[config.mk]
export PLATFORM = sky130hd
export DESIGN_NAME = reg_wr_arbiter
export DESIGN_NICKNAME = d
export VERILOG_FILES = /design/src/rtl/reg_wr_pkg.sv /design/src/rtl/i2c_word_assembler.sv /design/src/rtl/reg_wr_arbiter.sv
export SDC_FILE = /design/constraint.sdc
export NUM_CORES = 1
export LEC_CHECK = 0
export ABC_AREA = 1
export CORE_ASPECT_RATIO = 2
export CORE_MARGIN = 4
export CORE_UTILIZATION = 46
export CTS_CLUSTER_DIAMETER = 60
export DETAILED_ROUTE_END_ITERATION = 10
export PLACE_DENSITY = 0.8
export SYNTH_ARGS = -nofsm -noshare
export SYNTH_HDL_FRONTEND = slang
export SYNTH_SLANG_ARGS = --single-unit
[constraint.sdc]
create_clock -name clk -period 1.76 [get_ports clk]
set_clock_uncertainty 0.2 [all_clocks]
set_input_delay 0.176 -clock clk [delete_from_list [all_inputs] [get_ports clk]]
set_output_delay 0.176 -clock clk [all_outputs]
set_load 0.01 [all_outputs]
[src/rtl/reg_wr_pkg.sv]
// Shared types and constants for the register-file write-port arbiter.
// The guarded starvation feature in the top is enabled by REG_WR_STARVE_GUARD_EN.
package reg_wr_pkg;

   localparam int REG_DATA_W = 16;
   localparam int REG_ADDR_W = 4;
   localparam int BYTE_W     = 8;
   localparam int ZERO_REG   = 0;

   typedef enum logic [1:0] {
      IDLE    = 2'd0,
      HAVE_HI = 2'd1,
      PEND    = 2'd2
   } asm_state_t;

endpackage

[src/rtl/i2c_word_assembler.sv]
// Packs two I2C byte strobes into one register word (high byte first) and
// holds it pending until the arbiter grants it; flags bytes lost while pending.
module i2c_word_assembler
   import reg_wr_pkg::*;
#(
   parameter int DATA_W = REG_DATA_W,
   parameter int ADDR_W = REG_ADDR_W
) (
   input  logic              clk,
   input  logic              rst,
   input  logic              byte_vld,
   input  logic [BYTE_W-1:0] byte_data,
   input  logic [ADDR_W-1:0] reg_sel,
   input  logic              grant,
   input  logic              ovf_clr,
   output logic              pend,
   output logic [ADDR_W-1:0] addr,
   output logic [DATA_W-1:0] word,
   output logic              busy,
   output logic              ovf
);

   localparam int HALF_W = DATA_W / 2;

   asm_state_t        state;
   asm_state_t        state_nxt;
   logic              load_hi;
   logic              load_lo;
   logic              drop;
   logic [HALF_W-1:0] hi_q;
   logic [HALF_W-1:0] lo_q;

   always_ff @(posedge clk or posedge rst) begin
      if (rst) begin
         state <= IDLE;
      end else begin
         state <= state_nxt;
      end
   end

   // A byte arriving in the same cycle the pending word leaves starts the next word.
   always_comb begin
      state_nxt = state;
      load_hi   = 1'b0;
      load_lo   = 1'b0;
      drop      = 1'b0;
      case (state)
         IDLE: begin
            if (byte_vld) begin
               load_hi   = 1'b1;
               state_nxt = HAVE_HI;
            end
         end
         HAVE_HI: begin
            if (byte_vld) begin
               load_lo   = 1'b1;
               state_nxt = PEND;
            end
         end
         PEND: begin
            if (grant) begin
               if (byte_vld) begin
                  load_hi   = 1'b1;
                  state_nxt = HAVE_HI;
               end else begin
                  state_nxt = IDLE;
               end
            end else if (byte_vld) begin
               drop = 1'b1;
            end
         end
         default: state_nxt = IDLE;
      endcase
   end

   // A fresh overflow outranks a simultaneous clear so no drop goes unreported.
   always_ff @(posedge clk or posedge rst) begin
      if (rst) begin
         hi_q <= '0;
         lo_q <= '0;
         addr <= '0;
         ovf  <= 1'b0;
      end else begin
         if (load_hi) begin
            hi_q <= HALF_W'(byte_data);
            addr <= reg_sel;
         end
         if (load_lo) begin
            lo_q <= HALF_W'(byte_data);
         end
         if (drop) begin
            ovf <= 1'b1;
         end else if (ovf_clr) begin
            ovf <= 1'b0;
         end
      end
   end

   assign pend = (state == PEND);
   assign busy = (state != IDLE);
   assign word = {hi_q, lo_q};

endmodule

[src/rtl/reg_wr_arbiter.sv]
// Shares the register file write port between the core and the I2C engine.
// Define REG_WR_STARVE_GUARD_EN to force a long-waiting I2C word past the core.
module reg_wr_arbiter
   import reg_wr_pkg::*;
#(
   parameter int DATA_W = REG_DATA_W,
   parameter int ADDR_W = REG_ADDR_W
`ifdef REG_WR_STARVE_GUARD_EN
   ,
   parameter int MAX_WAIT = 4
`endif
) (
   input  logic              clk,
   input  logic              rst,
   input  logic              core_req,
   input  logic [ADDR_W-1:0] core_addr,
   input  logic [DATA_W-1:0] core_data,
   output logic              core_gnt,
   input  logic              i2c_byte_vld,
   input  logic [BYTE_W-1:0] i2c_byte,
   input  logic [ADDR_W-1:0] i2c_reg_sel,
   output logic              i2c_busy,
   output logic              i2c_ovf,
   input  logic              i2c_ovf_clr,
   output logic              reg_we,
   output logic [ADDR_W-1:0] reg_waddr,
   output logic [DATA_W-1:0] reg_wdata
);

   logic              i2c_pend;
   logic              i2c_gnt;
   logic              force_i2c;
   logic [ADDR_W-1:0] i2c_addr;
   logic [DATA_W-1:0] i2c_word;

   i2c_word_assembler #(
      .DATA_W (DATA_W),
      .ADDR_W (ADDR_W)
   ) u_asm (
      .clk       (clk),
      .rst       (rst),
      .byte_vld  (i2c_byte_vld),
      .byte_data (i2c_byte),
      .reg_sel   (i2c_reg_sel),
      .grant     (i2c_gnt),
      .ovf_clr   (i2c_ovf_clr),
      .pend      (i2c_pend),
      .addr      (i2c_addr),
      .word      (i2c_word),
      .busy      (i2c_busy),
      .ovf       (i2c_ovf)
   );

`ifdef REG_WR_STARVE_GUARD_EN
   localparam int CNT_W = $clog2(MAX_WAIT + 1);

   logic [CNT_W-1:0] wait_cnt;

   // Counts denied pending cycles; reaching the limit hands the next slot to I2C.
   always_ff @(posedge clk or posedge rst) begin
      if (rst) begin
         wait_cnt <= '0;
      end else if (i2c_gnt) begin
         wait_cnt <= '0;
      end else if (i2c_pend && (wait_cnt != CNT_W'(MAX_WAIT))) begin
         wait_cnt <= wait_cnt + CNT_W'(1);
      end
   end

   assign force_i2c = i2c_pend && (wait_cnt == CNT_W'(MAX_WAIT));
`else
   assign force_i2c = 1'b0;
`endif

   // Grants are held low during reset so nothing is accepted that will not be written.
   always_comb begin
      core_gnt = 1'b0;
      i2c_gnt  = 1'b0;
      if (!rst) begin
         if (core_req && !force_i2c) begin
            core_gnt = 1'b1;
         end else if (i2c_pend) begin
            i2c_gnt = 1'b1;
         end
      end
   end

   // Writes to the hardwired zero register use up the slot but never reach the file.
   always_ff @(posedge clk or posedge rst) begin
      if (rst) begin
         reg_we    <= 1'b0;
         reg_waddr <= '0;
         reg_wdata <= '0;
      end else begin
         reg_we <= 1'b0;
         if (core_gnt && (core_addr != ADDR_W'(ZERO_REG))) begin
            reg_we    <= 1'b1;
            reg_waddr <= core_addr;
            reg_wdata <= core_data;
         end else if (i2c_gnt && (i2c_addr != ADDR_W'(ZERO_REG))) begin
            reg_we    <= 1'b1;
            reg_waddr <= i2c_addr;
            reg_wdata <= i2c_word;
         end
      end
   end

endmodule

==> impl_metrics.tcl <==
set metrics [dict create \
    antennaDiodeCount 0 \
    worst_slew_pin_slew_ns 0.555 \
    area_growth_syn_to_layout_pct 47.5 \
    ys_ff_latch 44 \
    reg2regPathDepth 8 \
    max_freq_mhz 619 \
    dp_slack_ns -0.118 \
    routed_wl_um 4860 \
    vdd_drop_max_v 0.00147 \
    rsz0062_at_grt "no" \
    antenna_found_initial 0 \
    io_pins 61 \
    r2r_setup_slack_ns 0.26 \
    setup_violations 0 \
    cp_num_buf_inv 3 \
    rr_startpoint "u_asm.state[1]$_DFFE_PP0P_" \
    path_delay_family "buffers and inverters" \
    status "finished, final reports clean" \
    startpoint "core_req" \
    grt_pass1_vias 1757 \
    power.leakage_nw 1.36 \
    worstSetupPathType "in2out" \
    routabilityCongestion 0.847 \
    fp.dieH_um 99.6 \
    grt_max_degree 45 \
    startpoint_type "input pin" \
    drtAntennaViolNets 0 \
    core-area_um2 4090 \
    track_usage_pct 20.1 \
    nets 330 \
    via_per_inst 5.22 \
    synth_nets 260 \
    drive_gt1_share_pct 10.5 \
    postLayoutCellArea_um2 2850 \
    synthDistinctLibCells 15 \
    die_area_um2 5360 \
    cts_buffers 5 \
    slowest_stage "clkdlybuf4s50_1" \
    cap_violations 0 \
    yosysWarnings 0 \
    firstDrtPassIters 5 \
    r2r_end "reg_waddr[2]$_DFFE_PP0P_" \
    postCtsHoldBufs 0 \
    root_buffer "clkbuf_8" \
    cts.htree.levels 2 \
    seq_area_frac_synth_pct 57.1 \
    use_met2_pct 35.2 \
    top_usage_layer "met2" \
    min_period_ns 1.62 \
    powerDensity_nw_per_um2 1420 \
    tritoncts "yes" \
    num_rows 33 \
    insertion_delay_ns 0.30 \
    syn_inst 223 \
    worstPathCellList "clkdlybuf4s50_1 -> inv_1 -> nor2_1 -> dlygate4sd2_1" \
    initial_core_util_pct 47.2 \
    layout_common_cells "70 x nand3_1, 58 x clkdlybuf4s50_1, 45 x nand2_1" \
    drc 0 \
    slew_headroom_pct 63.0 \
    vias 1807 \
    clockBufferDepth 2 \
    place_area_um2 2670 \
    wl_per_cell_um 14.0 \
    use_met1_pct 22.0 \
    cpPeakStageDelay_ns 0.49 \
    post-synth-top-area-cell "dfrtp_1" \
    grt_remaining_overflow 0 \
    finalWorstSetupSlack_ns 0.145 \
    yosys.area.top_type_share_pct 57.1 \
    synthesis.area_um2 1930 \
    finalCritPeriodShare_pct 91.8 \
    cp.depth 4 \
    numPortBuffers 60 \
    setup.worst_path.end_class "output pin" \
    hp-class "in2async" \
    netlist_top_cells_area "dfrtp_1 57%, nand3_1 18%, nand2_1 8.8%" \
    grt_pass1_wl_um 7890 \
    final_common_cell "nand3_1" \
    crit_arrival_ns 1.24 \
    maxSlewViolCount 0 \
    dieWidth_um 53.8 \
    cts.sinks 44 \
    dp_hpwl_um 3550 \
    crit_end "core_gnt" \
    drt_first_iter_violations 53 \
    hold_viol_final 0 \
    worstPathRequired_ns 1.38 \
    syn_area_per_cell_um2 8.65 \
    grt_use_met3_pct 4.20 \
    cts.clk_slew.worst_paths_ns 0.09 \
    critPathMaxFanout 4 \
]
-- metal layers --
layer  wire length, µm  vias up  part of all wire, %
li1                  -      882                    -
met1              1760      858                   36
met2              2740       57                   56
met3               247       10                  5.1
met4               113        0                  2.3
met5                 0        -                    0
-- power by group --
part | switching (mW) | internal, mW | total [mW]
Sequential | 0.239 | 1.41 | 1.64
Combinational | 0.651 | 0.694 | 1.35
Clock | 0.350 | 0.710 | 1.06
Total | 1.24 | 2.81 | 4.05
-- worst min-delay path by stage --
stage | to | slack [ns]
final | u_asm.hi_q[4]$_DFFE_PP0P_ | 0.22
after global routing | u_asm.hi_q[7]$_DFFE_PP0P_ | 0.23
after global placement | u_asm.lo_q[3]$_DFFE_PP0P_ | 0.27
after CTS | u_asm.hi_q[4]$_DFFE_PP0P_ | 0.23
after detailed placement | u_asm.hi_q[3]$_DFFE_PP0P_ | 0.27
after floorplan | reg_waddr[0]$_DFFE_PP0P_ | 0.002
-- synth_stat cells --
library cell / number
nand2_2: 4
nor2_4: 1
nand3_2: 1
nand3_1: 70
o21ai_0: 16
clkbuf_2: 1
buf_2: 10
nand2_1: 45
o21ai_1: 6
inv_2: 2
dfrtp_1: 44
nor2_1: 6
o31ai_1: 1
clkbuf_1: 1
inv_1: 15
-- cells by family after synthesis --
group	synth area share [%]
AOI/OAI and AO/OA	6.10
DFF	57.1
buffers and inverters	6.35
and+or+nand+nor	30.5
-- per-stage QoR --
stage	TNS, ns	hold WS, ns	util (%)	power, mW	instances
after CTS	0	0.226	69.4	4.07	345
after detailed placement	-0.863	0.274	65.4	2.98	336
final	0	0.221	69.6	4.05	346
after global placement	-0.638	0.268	65.4	2.93	336
after floorplan	0	0.00158	-	2.30	223
after global routing	0	0.227	69.6	4.30	346
-- worst reg2reg max path, cell delays in order (launching register included) --
cell and delay (ns):
dfrtp_1 0.40, buf_4 0.15, nand2_2 0.08, nor2_4 0.04
nand2_1 0.09, buf_12 0.16, nand2_1 0.13, nand2_1 0.10
nand2_1 0.05
-- flip-flops by register name, summed over array words and instances (netlist names) --
name / flops
reg_waddr: 4
u_asm.hi_q: 8
u_asm.ovf: 1
u_asm.addr: 4
reg_we: 1
u_asm.state: 2
u_asm.lo_q: 8
reg_wdata: 16
-- area by class of cell --
class | count | area, µm²
Clock inverter | 3 | 90.1
Multi-Input combinational cell | 150 | 706
Clock buffer | 5 | 68.8
Timing Repair Buffer | 75 | 752
Inverter | 17 | 63.8
Tap cell | 52 | 65.1
Fill cell | 317 | 1240
Sequential cell | 44 | 1100
-- what timing repair did --
item,4_1_cts,5_1_grt
resized for setup,1,1
setup buffers,1,1
setup endpoints to repair,2,1
pin swaps,0,0
cloned,0,0
hold endpoints to repair,0,0
(Power assumes the default switching activity.)
